[src/rtl/sopc_run_ctrl_if.sv]
// sopc_run_ctrl_if
//   Write-back snoop bus between the CPU core and the run controller.
//   The controller only observes these signals; it never drives them.
//   Signals:
//     wb_wreg  - write-back register write enable
//     wb_wd    - write-back destination GPR index
//     wb_wdata - write-back data
//   Modports:
//     master - CPU side (drives the write-back fields)
//     slave  - controller side (observes the write-back fields)
interface sopc_run_ctrl_if;
  logic        wb_wreg;
  logic [4:0]  wb_wd;
  logic [31:0] wb_wdata;

  modport master (output wb_wreg, output wb_wd, output wb_wdata);
  modport slave  (input  wb_wreg, input  wb_wd, input  wb_wdata);
endinterface

[src/rtl/sopc_run_ctrl.sv]
// sopc_run_ctrl
//   Reset and run controller for mips_min_sopc on the board. Turns the
//   board's asynchronous active-low reset into a held, synchronously
//   released, active-high CPU reset; counts run cycles; freezes the CPU
//   when the CPU writes the sentinel value to the sentinel register.
//   Optional feature macro: SOPC_RUN_TIMEOUT_EN -- when defined, the CPU
//   is also frozen once run_cycles reaches RUN_LIMIT.
//   Ports:
//     clk        - system clock, rising edge
//     rst        - asynchronous active-low board reset
//     start      - restart request, honoured only while halted
//     wb         - write-back snoop bus (slave modport)
//     cpu_rst    - active-high reset to mips_min_sopc.rst
//     running    - high while the CPU is running
//     halted     - high while the CPU is frozen
//     halt_cause - 00 none, 01 sentinel, 10 timeout
//     run_cycles - cycles spent running since the last hold (saturating)
module sopc_run_ctrl #(
  parameter int unsigned HOLD_CYCLES = 10,
  parameter int unsigned RUN_LIMIT   = 100,
  parameter logic [4:0]  HALT_REG    = 5'd31,
  parameter logic [31:0] HALT_VAL    = 32'hDEAD_BEEF
) (
  input  logic                 clk,
  input  logic                 rst,
  input  logic                 start,
  sopc_run_ctrl_if.slave       wb,
  output logic                 cpu_rst,
  output logic                 running,
  output logic                 halted,
  output logic [1:0]           halt_cause,
  output logic [31:0]          run_cycles
);

  localparam int unsigned HCW = (HOLD_CYCLES > 1) ? $clog2(HOLD_CYCLES) : 1;
  localparam logic [HCW-1:0] HOLD_LAST = HCW'(HOLD_CYCLES - 1);

  typedef enum logic [1:0] {
    ST_HOLD   = 2'd0,
    ST_RUN    = 2'd1,
    ST_HALTED = 2'd2
  } state_e;

  typedef enum logic [1:0] {
    CAUSE_NONE     = 2'b00,
    CAUSE_SENTINEL = 2'b01,
    CAUSE_TIMEOUT  = 2'b10
  } cause_e;

  state_e         state_q, state_d;
  cause_e         cause_q, cause_d;
  logic [1:0]     sync_q, sync_d;
  logic [HCW-1:0] hold_cnt_q, hold_cnt_d;
  logic [31:0]    run_cycles_q, run_cycles_d;
  logic           cpu_rst_q, cpu_rst_d;
  logic           running_q, running_d;
  logic           halted_q, halted_d;

  logic           rst_sync;
  logic           sentinel;
  logic           timeout;

  assign rst_sync = sync_q[1];
  assign sentinel = wb.wb_wreg && (wb.wb_wd == HALT_REG) && (wb.wb_wdata == HALT_VAL);

  always_ff @(posedge clk or negedge rst) begin
    if (!rst) begin
      state_q      <= ST_HOLD;
      cause_q      <= CAUSE_NONE;
      sync_q       <= '0;
      hold_cnt_q   <= '0;
      run_cycles_q <= '0;
      cpu_rst_q    <= 1'b1;
      running_q    <= 1'b0;
      halted_q     <= 1'b0;
    end else begin
      state_q      <= state_d;
      cause_q      <= cause_d;
      sync_q       <= sync_d;
      hold_cnt_q   <= hold_cnt_d;
      run_cycles_q <= run_cycles_d;
      cpu_rst_q    <= cpu_rst_d;
      running_q    <= running_d;
      halted_q     <= halted_d;
    end
  end

  always_comb begin
    state_d      = state_q;
    cause_d      = cause_q;
    sync_d       = {sync_q[0], 1'b1};
    hold_cnt_d   = hold_cnt_q;
    run_cycles_d = run_cycles_q;
    timeout      = 1'b0;

    case (state_q)
      ST_HOLD: begin
        // The hold count only starts once the released reset has passed
        // through both synchronizer stages.
        if (rst_sync) begin
          if (hold_cnt_q == HOLD_LAST) begin
            state_d    = ST_RUN;
            hold_cnt_d = '0;
          end else begin
            hold_cnt_d = hold_cnt_q + HCW'(1);
          end
        end
      end

      ST_RUN: begin
        if (run_cycles_q != '1) begin
          run_cycles_d = run_cycles_q + 32'd1;
        end
`ifdef SOPC_RUN_TIMEOUT_EN
        timeout = (run_cycles_d == RUN_LIMIT);
`endif
        // Sentinel takes priority when both fire on the same edge.
        if (sentinel) begin
          state_d = ST_HALTED;
          cause_d = CAUSE_SENTINEL;
        end else if (timeout) begin
          state_d = ST_HALTED;
          cause_d = CAUSE_TIMEOUT;
        end
      end

      ST_HALTED: begin
        if (start) begin
          state_d      = ST_HOLD;
          hold_cnt_d   = '0;
          run_cycles_d = '0;
          cause_d      = CAUSE_NONE;
        end
      end

      default: begin
        state_d = ST_HOLD;
      end
    endcase

    // Outputs are flopped from the next state so every output is a
    // register with no combinational path from the inputs.
    cpu_rst_d = (state_d != ST_RUN);
    running_d = (state_d == ST_RUN);
    halted_d  = (state_d == ST_HALTED);
  end

`ifndef SOPC_RUN_TIMEOUT_EN
  logic unused_run_limit;
  assign unused_run_limit = ^RUN_LIMIT;
`endif

  assign cpu_rst    = cpu_rst_q;
  assign running    = running_q;
  assign halted     = halted_q;
  assign halt_cause = cause_q;
  assign run_cycles = run_cycles_q;

endmodule

[src/flat_wrapper.sv]
// flat-port wrapper written by rule: the top's interface ports become plain ports
module sopc_run_ctrl_flat 
#(
  parameter int unsigned HOLD_CYCLES = 10,
  parameter int unsigned RUN_LIMIT   = 100,
  parameter logic [4:0]  HALT_REG    = 5'd31,
  parameter logic [31:0] HALT_VAL    = 32'hDEAD_BEEF
)
  (clk, rst, start, cpu_rst, running, halted, halt_cause, run_cycles, wb_wb_wreg, wb_wb_wd, wb_wb_wdata);
  sopc_run_ctrl_if wb_i ();
  input  logic clk;
  input  logic rst;
  input  logic start;
  output logic cpu_rst;
  output logic running;
  output logic halted;
  output logic [1:0] halt_cause;
  output logic [31:0] run_cycles;
  input wire logic [$bits(wb_i.wb_wreg)-1:0] wb_wb_wreg;
  input wire logic [$bits(wb_i.wb_wd)-1:0] wb_wb_wd;
  input wire logic [$bits(wb_i.wb_wdata)-1:0] wb_wb_wdata;
  assign wb_i.wb_wreg = wb_wb_wreg;
  assign wb_i.wb_wd = wb_wb_wd;
  assign wb_i.wb_wdata = wb_wb_wdata;
  sopc_run_ctrl #(.HOLD_CYCLES(HOLD_CYCLES), .RUN_LIMIT(RUN_LIMIT), .HALT_REG(HALT_REG), .HALT_VAL(HALT_VAL)) u_core (.clk(clk), .rst(rst), .start(start), .wb(wb_i), .cpu_rst(cpu_rst), .running(running), .halted(halted), .halt_cause(halt_cause), .run_cycles(run_cycles));
endmodule
[config.mk]
export PLATFORM = sky130hd
export DESIGN_NAME = sopc_run_ctrl_flat
export DESIGN_NICKNAME = d
export VERILOG_FILES = /design/src/rtl/sopc_run_ctrl_if.sv /design/src/rtl/sopc_run_ctrl.sv /design/src/flat_wrapper.sv
export SDC_FILE = /design/constraint.sdc
export NUM_CORES = 1
export LEC_CHECK = 0
export ABC_CLOCK_PERIOD_IN_PS = 2000
export BUFFER_PORTS_ARGS = -buffer_cell sky130_fd_sc_hd__buf_2
export CORE_UTILIZATION = 25
export DETAILED_ROUTE_END_ITERATION = 8
export GPL_TIMING_DRIVEN = 0
export PLACE_DENSITY = 0.51
export SETUP_SLACK_MARGIN = 0.2
export SYNTH_ARGS = -nofsm -noshare
export SYNTH_HDL_FRONTEND = slang
export SYNTH_SLANG_ARGS = --single-unit
[constraint.sdc]
create_clock -name clk -period 2 [get_ports clk]
set_input_delay 0.2 -clock clk [delete_from_list [all_inputs] [get_ports clk]]
set_output_delay 0.2 -clock clk [all_outputs]
set_load 0.01 [all_outputs]
==> impl_results.md <==
* Setup WS post-layout at 0.213 ns
* Switching Fraction at 38.1%
* Initial drt markers at 80
* Worst path buffer plus inverter count at 1
* Pin count of the biggest net entering global routing at 45
* P_int at 1980 µW
* DRT Wirelength at 6490 µm
* Hold Fails Final Rpt at 0
* Reg area at 0.00112 mm²
* CTS HTree Levels at 2
* TNS Setup at 0 ns
* Post-synth top area cell: dfrtp_1
* Post-synthesis average cell area at 9.97 µm²
* R2R Setup Slk at 0.21 ns
* Initial antenna violation count at 0
* Area Overhead vs Synth at 40.3%
* Die width at 99.6 µm
* Avg WL per Cell at 13.7 µm
* Worst hold path type: input pin to async pin
* Part of the power in registers at 43.3%
* Max cap viols at 0
* Nets at 389
* Psw at 1220 µW
* Multi-input gate area at 0.00134 mm²
* Cell area after synthesis at 0.00238 mm²
* ANT nets after route at 0
* Worst-Margin Slew at 0.989 ns
* Top-area cell type share of the netlist area at 45.2%
* Layout Skew at 0.00430 ns
* Simple-gate area share of the yosys netlist at 26.3%
* Fin util at 36.2%
* Max VDD drop at 351 µV
* GRT Total Usage at 13.2%
* Hold Slack at 0.0560 ns
* Clk_lat worst skew at 0.30 ns
* Drt pass-1 iters at 4
* Starting Density at 25.8%
* I/O Buffers at 76
* Slowest library cell on the worst path: dfrtp_2
* # IOs at 78
* Crit. End Element: flip-flop
* Setup WS pre-CTS at -0.0859 ns
* Die height at 99.6 µm
* Reg2reg start: u_core.run_cycles[5]
* Post-synthesis compound-gate area fraction at 16.2%
* Filler cell count at 932
* Core area at 0.00924 mm²
* Mapped Cells at 239
* Async SR Flop Fraction at 100%
* Main synth FF type: dfrtp_1
* Die Footprint at 0.00992 mm²
* Vias at 2306
* Total gr overflow at 0
* Count of cell types in the netlist at 53
* Fin crit period at 1.79 ns
* Vias in the first global route at 2128
* Root buf cell: clkbuf_8
* Worst relative slew slack at 34.1%
* Vias per cell at 4.85
* Req. time, crit path at 2.18 ns
* DRC Markers at 0
* Clock power share at 18.4%
* PwrDens at 956 mW/mm²
* Synth Area in Adders at 1.58%
* HPWL Detailed at 4500 µm
* Post-synthesis mux area share at 5.57%
* EDFF count, synth at 0
* FMAX at 560 MHz
* Crit-path max FO at 5
* Worst endpoint data arrival time at 1.97 ns
* CP delay by family, top: simple AND/OR/NAND/NOR gates
* Main combinational cell family by area after synthesis: simple AND/OR/NAND/NOR gates
* RSZ-0062 raised after global routing: yes
* R2R depth at 6
* Register area share after synthesis at 46.3%
* CTS sink cnt at 44
* Status: completed
* Row cnt at 35
* Ant diodes at 0
* Clock buffer depth at 2
* TritonCTS clock tree: done
* Crit-path max cell delay at 0.40 ns
* Synth Register Bits at 44
* Layout cells sized above 1 at 44.5%
* Gpl congestion at 0.735
* Cells taking the most area after synthesis: dfrtp_1 (45%), mux2i_1 (4.6%), nand2_1 (4.3%), nand4_1 (3.7%), a31oi_1 (3.2%)
* Yosys warns at 0
* Part of the cycle the worst path needs at 89.4%
* Worst-path clk slew at 0.08 ns
* Worst R2R End: u_core.run_cycles[26]
* Most frequent cells in the layout: buf_2 (77), dfrtp_1 (29), nand2_1 (26), buf_4 (25)
* Final setup fails at 0
* Total power at 3200 µW
* Syn nets at 283
* Pins over their slew limit at 0
* Leading cell type in the layout, fill and taps excluded: buf_2
* First-pass GRT wire length at 10400 µm
* Crit-path cells: nand4_4, nor4_4, o211ai_1, buf_4, o311ai_2, nand2_1
* Xor and xnor fraction of the mapped netlist area at 1.10%
* Comb pwr share at 38.2%
* Critical path startpoint category: flip-flop
* Crit Path Category: flip-flop to flip-flop
* Total CTS buffers at 5
* Lkg Pwr at 0.00147 µW
==> cells by family after synthesis <==
logic type / after synthesis
AND/OR/NAND/NOR: 107
adder cells (fa/ha/maj): 3
AO/OA/AOI/OAI: 53
multiplexers: 13
buffers and inverters: 14
flip-flops: 44
other: 2
XOR/XNOR: 3
==> cell type report <==
cell class / instances / area share [%]
multi-input combinational: 181 / 40.0
sequential: 44 / 33.5
timing repair buffer: 99 / 16.6
tap: 129 / 4.83
clock buffer: 7 / 2.58
buffer: 8 / 1.61
inverter: 6 / 0.674
clock inverter: 1 / 0.225
==> worst register-to-register path, delay by kind of cell, from the launching register on <==
family	cells	cell delay [ns]
AOI/OAI and AO/OA	2	0.43
buffers and inverters	1	0.21
DFF	1	0.40
and+or+nand+nor	3	0.62
==> Yosys cell counts, types with 2 or more instances <==
cell and instances:
nand2_1 27, ha_1 3, and2_1 2, nor3_1 4, nor2b_1 2, nand4_1 14
o21ai_1 6, clkbuf_1 2, o21ai_0 2, nand2b_1 2, nor4_1 3, nor2_1 14
mux2_2 2, conb_1 2, nand4b_1 7, xor2_1 2, buf_4 2, a211oi_1 2
nand3_1 11, o211ai_1 9, dfrtp_1 43, o31ai_1 9, buf_2 3, a21oi_1 2
and3_1 5, and4_1 2, inv_1 6, mux2i_1 11, or3_1 2, a31oi_1 12
nor3b_1 2, a31o_2 3
==> routing by layer <==
metal	GRT usage [%]	up-vias	wire (µm)	share of wire [%]
met5	0	-	0	0
met1	17.4	1118	3080	47
met4	4.75	0	85	1.3
met3	2.95	8	277	4.3
met2	21.4	56	3040	47
li1	-	1124	-	-
==> flip-flops by register name, summed over array words and instances (netlist names) <==
signal / cells
u_core.run_cycles: 32
u_core.hold_cnt_q: 4
u_core.state_q: 2
u_core.sync_q: 2
u_core.cpu_rst: 1
u_core.halt_cause: 1
u_core.halted: 1
u_core.running: 1
==> what timing repair did <==
item                       CTS  global route
pin swaps                    9             7
setup endpoints to repair   32            30
gates cloned                 0             1
buffers inserted             9            13
hold buffers                 0             0
resized for setup           22            24
==> how the worst max path moves through the flow <==
stage | cells after the start | from | to
finish | 6 | u_core.run_cycles[5] | u_core.run_cycles[26]
global route | 7 | u_core.run_cycles[9] | u_core.run_cycles[9]
CTS | 6 | u_core.state_q[1] | u_core.run_cycles[27]
detailed placement | 6 | u_core.run_cycles[6] | u_core.run_cycles[27]
global placement | 6 | u_core.run_cycles[5] | u_core.run_cycles[27]
floorplan | 6 | u_core.run_cycles[7] | u_core.run_cycles[27]
==> through the flow <==
step / area (µm²) / cells
floorplan: 2390 / 239
global placement: 2930 / 444
detailed placement: 2930 / 444
CTS: 3160 / 461
global route: 3340 / 475
finish: 3340 / 475
==> power by group through the flow <==
stage	Combinational [µW]	Sequential (µW)	Clock, µW
after floorplan	553	1420	0
after global placement	940	1400	0
after detailed placement	954	1410	0
after CTS	1130	1380	616
after global routing	1370	1420	649
final	1220	1380	589
No activity file was read; power rests on OpenSTA's default activity.
